$ cat src/rtl/stack_ctrl.sv
`default_nettype none
// +----------------------------------------------------------------------+
// | stack_ctrl : push/pop stack controller in front of a single-port RAM |
// | Rev 1.0                                                              |
// +----------------------------------------------------------------------+
module stack_ctrl #(
    parameter int DATA_W    = 16,
    parameter int ADDR_W    = 8,
    parameter int DEPTH     = 256,
    parameter int BASE_ADDR = 0
) (
    input  logic              clk,
    input  logic              rst_n,
    input  logic              push,
    input  logic              pop,
    input  logic [DATA_W-1:0] push_data,
    input  logic              push_byteena,
    output logic              ready,
    output logic [DATA_W-1:0] pop_data,
    output logic              pop_valid,
    output logic              full,
    output logic              empty,
    output logic [ADDR_W:0]   count,
    output logic              op_err,
    output logic [DATA_W-1:0] ram_data,
    output logic [ADDR_W-1:0] ram_addr,
    output logic              ram_we,
    output logic              ram_byteena,
    input  logic [DATA_W-1:0] ram_q
);

    localparam logic [ADDR_W-1:0] c_base    = ADDR_W'(BASE_ADDR);
    localparam logic [ADDR_W-1:0] c_addr_one = ADDR_W'(1);
    localparam logic [ADDR_W:0]   c_depth   = (ADDR_W+1)'(DEPTH);
    localparam logic [ADDR_W:0]   c_sp_one  = (ADDR_W+1)'(1);

    typedef enum logic [2:0] {
        S_IDLE    = 3'd0,
        S_WR      = 3'd1,
        S_RD_ADDR = 3'd2,
        S_RD_WAIT = 3'd3,
        S_RD_OUT  = 3'd4
    } state_t;

    state_t              r_state;
    logic [ADDR_W:0]     r_sp;
    logic [DATA_W-1:0]   r_pop_data;
    logic                r_pop_valid;
    logic                r_op_err;
    logic [DATA_W-1:0]   r_ram_data;
    logic [ADDR_W-1:0]   r_ram_addr;
    logic                r_ram_we;
    logic                r_ram_byteena;

    logic                w_full;
    logic                w_empty;
    logic                w_push_ok;
    logic                w_pop_ok;
    logic                w_reject;
    logic [ADDR_W-1:0]   w_wr_addr;
    logic [ADDR_W-1:0]   w_rd_addr;

    assign w_full    = (r_sp == c_depth);
    assign w_empty   = (r_sp == '0);
    assign w_push_ok = push & ~pop & ~w_full;
    assign w_pop_ok  = pop & ~push & ~w_empty;
    assign w_reject  = (push | pop) & ~w_push_ok & ~w_pop_ok;

    // sp is the next free slot; the top-of-stack word lives one below it
    assign w_wr_addr = c_base + r_sp[ADDR_W-1:0];
    assign w_rd_addr = w_wr_addr - c_addr_one;

    always_ff @(posedge clk or negedge rst_n) begin
        if (!rst_n) begin
            r_state       <= S_IDLE;
            r_sp          <= '0;
            r_pop_data    <= '0;
            r_pop_valid   <= 1'b0;
            r_op_err      <= 1'b0;
            r_ram_data    <= '0;
            r_ram_addr    <= c_base;
            r_ram_we      <= 1'b0;
            r_ram_byteena <= 1'b1;
        end else begin
            r_op_err    <= 1'b0;
            r_pop_valid <= 1'b0;
            case (r_state)
                S_IDLE: begin
                    if (w_push_ok) begin
                        r_state       <= S_WR;
                        r_ram_we      <= 1'b1;
                        r_ram_addr    <= w_wr_addr;
                        r_ram_data    <= push_data;
                        r_ram_byteena <= push_byteena;
                    end else if (w_pop_ok) begin
                        r_state    <= S_RD_ADDR;
                        r_ram_addr <= w_rd_addr;
                    end else if (w_reject) begin
                        r_op_err <= 1'b1;
                    end
                end
                S_WR: begin
                    r_state       <= S_IDLE;
                    r_ram_we      <= 1'b0;
                    r_ram_byteena <= 1'b1;
                    r_sp          <= r_sp + c_sp_one;
                end
                S_RD_ADDR: begin
                    r_state <= S_RD_WAIT;
                    r_sp    <= r_sp - c_sp_one;
                end
                S_RD_WAIT: begin
                    r_state <= S_RD_OUT;
                end
                S_RD_OUT: begin
                    r_state     <= S_IDLE;
                    r_pop_data  <= ram_q;
                    r_pop_valid <= 1'b1;
                end
                default: begin
                    r_state       <= S_IDLE;
                    r_ram_we      <= 1'b0;
                    r_ram_byteena <= 1'b1;
                end
            endcase
        end
    end

    assign ready       = (r_state == S_IDLE);
    assign full        = w_full;
    assign empty       = w_empty;
    assign count       = r_sp;
    assign pop_data    = r_pop_data;
    assign pop_valid   = r_pop_valid;
    assign op_err      = r_op_err;
    assign ram_data    = r_ram_data;
    assign ram_addr    = r_ram_addr;
    assign ram_we      = r_ram_we;
    assign ram_byteena = r_ram_byteena;

endmodule
`default_nettype wire

$ cat config.mk
export PLATFORM = sky130hd
export DESIGN_NAME = stack_ctrl
export DESIGN_NICKNAME = d
export VERILOG_FILES = /design/src/rtl/stack_ctrl.sv
export SDC_FILE = /design/constraint.sdc
export NUM_CORES = 1
export LEC_CHECK = 0
export CAP_MARGIN = 15
export CORE_AREA = 2 2 86 88
export DETAILED_ROUTE_END_ITERATION = 10
export DIE_AREA = 0 0 88 90
export PLACE_DENSITY = 0.71
export SLEW_MARGIN = 0
export SYNTH_ARGS = -nofsm -noshare
export SYNTH_HDL_FRONTEND = slang
export SYNTH_SLANG_ARGS = --single-unit
export TNS_END_PERCENT = 50
$ cat constraint.sdc
create_clock -name clk -period 3.45 [get_ports clk]
set_input_delay 1.035 -clock clk [delete_from_list [all_inputs] [get_ports clk]]
set_output_delay 1.035 -clock clk [all_outputs]
set_load 0.03 [all_outputs]
==> qor.yml <==
drt-pass1-iter-count: 4
synth_top_family_by_area: "multiplexers"
synthSimpleGateAreaFrac: 0.1181
finalHoldViolCount: 0
synth_mux_area_frac: 0.1857
p_sw_frac: 0.4430
rsz0062_at_grt: "no"
track_usage: 0.1519
clock_latency_ns: 0.31
antenna_found_initial: 0
fp.dieH_um: 90
finalCritPeriodShare: 0.9537
avgSynthCellArea_um2: 12.30
n_antenna_cell: 0
setup_tns_ns: 0
skew_ns: 0.005949
start_util: 0.3924
cts_buffers: 5
clk_path_buf_depth: 2
fin_area_um2: 3879
wire_per_inst_um: 14.01
synth_warnings: 0
die_w_um: 88
cp_num_buf_inv: 2
drv_cap: 0
routed_wl_um: 5900
yosys.area_share.xor_xnor: 0.03497
synth_area_leader_cell: "dfrtp_1"
critical_path_class: "flip-flop to output pin"
gp_congestion: 0.7880
cts_tree: "done"
dpl_cell_area_um2: 3786
arrival_ns: 2.26
ys_seq_area_frac: 0.5091
hold_class: "flip-flop to flip-flop"
max_freq_mhz: 303.9
power.clock.fraction: 0.090
max_stage_delay_ns: 0.72
p_seq_frac: 0.302
areaGrowthSynthToFinish_pct: 40.78
synth.area.top_cells: "dfrtp_1 (50%), mux2_2 (9.8%), mux2_4 (4.4%), mux2_1 (3.7%), ha_1 (3.6%)"
nets: 367
portBuffers: 92
synthCells: 224
hold_ws_ns: 0.4999
crit_fanout: 7
critPathRequiredTime_ns: 2.41
drt_iter0_markers: 59
ioPinCount: 93
h-tree-depth: 2
dpl.hpwl_um: 4567
p_leak_nw: 1.642
maxSlewViolCount: 0
remaining_drc_errors: 0
combPwrFrac: 0.608
crit_path_end_kind: "output pin"
cts.root.buffer_cell: "clkbuf_8"
ys_seq_elements: 56
powerDensity_nw_per_um2: 1055
synth_compound_area_frac: 0.08220
setup_viol: 0
synth_fa_ha_area_frac: 0.04360
vias_per_cell: 4.779
fin_crit_ns: 3.290
fp-row-count: 31
die_area_um2: 7920
ys_types: 46
grt_first_pass_wirelength_um: 9542
maxSlewHeadroom: 0.6028
syn-cell-area_um2: 2755
n_fill_cell: 612
cp_cell_sequence: "inv_1, ha_1, nand2b_1, nor3_2, clkdlybuf4s50_1"
grt_overflow: 0
critical_path.top_delay_family: "buffers and inverters"
vias: 2012
status: "finished, final reports clean"
p_int_mw: 2.279
cp_slowest_cell: "clkdlybuf4s50_1"
clock_sinks: 56
grt_max_degree: 27
worst_pin_slew_ns: 0.5958
peakVddDrop_v: 0.0004864
grt_pass1_vias: 1957
synth_nets: 270
clk_pin_slew_worst_paths_ns: 0.10
core_um2: 7020
synth_top_cell_area_share: 0.4995
ant_nets: 0
p_sw_mw: 1.812
drive_gt1_frac: 0.1677
critPathLaunchType: "flip-flop"
metal layers:
layer  wire length (µm)  global-route usage  vias to the layer above
met5                  0                   0                        -
met4                 40             0.02308                        0
met3                413             0.04867                        5
met2               2856              0.2519                       56
met1               2590              0.1969                      966
li1                   -                   -                      985
Yosys cell counts (all sizes together):
cell type  count
nand2         17
nor4           1
or4            1
fa             1
nand3b         1
dfrtp         55
a21oi          9
clkbuf         2
o211ai         1
mux2i          2
o21bai         1
xnor2          9
o21ai         12
nand2b         4
dfstp          1
nor3b          1
mux2          41
nor2b          2
or3            2
a31oi          1
o2111ai        1
o311ai         2
nand3          4
a211oi         2
a21o           2
and2           3
o41ai          1
ha             8
nor3           7
nand4bb        2
xor2           2
buf            4
a21boi         1
nor2           9
o31ai          3
inv            9
repair_timing:
action / in CTS / in global routing
hold buffers: 0 / 0
setup buffers: 0 / 0
setup endpoints to repair: 0 / 1
resized for setup: 0 / 1
cell type report:
cell class | count | area (µm²) | share of cell area
Sequential cell | 56 | 1403 | 0.3616
Multi-Input combinational cell | 153 | 1280 | 0.3300
Timing Repair Buffer | 96 | 948.4 | 0.2445
Tap cell | 99 | 123.9 | 0.03194
Clock buffer | 5 | 68.82 | 0.01774
Inverter | 9 | 33.78 | 0.008710
Clock inverter | 3 | 21.27 | 0.005484
metrics by stage:
step,worst slack (ns),std cells,power (mW),utilization
2_1_floorplan,0.9046,224,2.860,-
3_3_place_gp,0.4670,413,3.715,0.5393
3_5_place_dp,0.4210,413,3.770,0.5393
4_1_cts,0.07227,421,4.139,0.5521
5_1_grt,0.02436,421,4.377,0.5525
6_report,0.1596,421,4.091,0.5525
worst reg2reg max path, cell delays in order, from the launching register on:
cell and delay [ns]:
dfrtp_1 0.52, nor2b_1 0.24, nand2b_1 0.11, inv_1 0.29, ha_1 0.30, a21oi_1 0.10, and2_1 0.19, o311ai_0 0.43
mux2i_1 0.27, xnor2_1 0.13
flip-flops by register name (all words and copies together), names as in the netlist:
name,count
ram_data,16
r_state,3
ram_byteena,1
pop_data,16
ram_we,1
op_err,1
count,9
ram_addr,8
pop_valid,1
placed cells by master, fill, tap and decap left out, drive strengths merged, types with 3 or more instances in the layout:
| cell type | synthesis | routed |
|---|---|---|
| o21ai | 12 | 12 |
| buf | 4 | 5 |
| nand2b | 4 | 4 |
| inv | 9 | 10 |
| nor2 | 9 | 9 |
| clkdlybuf4s50 | 0 | 90 |
| a21oi | 9 | 9 |
| nand2 | 17 | 17 |
| dfrtp | 55 | 55 |
| mux2 | 41 | 41 |
| o31ai | 3 | 3 |
| clkbuf | 2 | 5 |
| and2 | 3 | 3 |
| nand3 | 4 | 4 |
| xnor2 | 9 | 9 |
| nor3 | 7 | 7 |
| ha | 8 | 8 |
kinds of logic (layout without fill, tap and decap cells):
| family | count (synthesis) | after routing |
|---|---|---|
| muxes | 43 | 43 |
| AOI/OAI and AO/OA | 36 | 36 |
| DFF | 56 | 56 |
| xor gates and xnor gates | 11 | 11 |
| and+or+nand+nor | 54 | 54 |
| adders and majority gates | 9 | 9 |
| buffers and inverters | 15 | 113 |
power by group through the flow:
stage	logic, mW	registers [mW]	clock network [mW]
6_report	2.49	1.24	0.367
5_1_grt	2.68	1.29	0.409
4_1_cts	2.52	1.24	0.379
3_5_place_dp	2.51	1.26	0
3_3_place_gp	2.48	1.24	0
2_1_floorplan	1.05	1.81	0
worst paths after layout:
kind	startpoint	end	slack [ns]	depth (start not counted)
min in group asynchronous	rst_n	pop_valid	0.71	1
min	ram_data[14]	ram_data[14]	0.50	1
max	count[0]	empty	0.16	5
max reg2reg	r_state[1]	count[8]	0.80	9
min reg2reg	ram_data[14]	ram_data[14]	0.50	1
max in group asynchronous	rst_n	ram_addr[6]	2.09	2
Note: power is estimated with default switching activity, not from simulation.
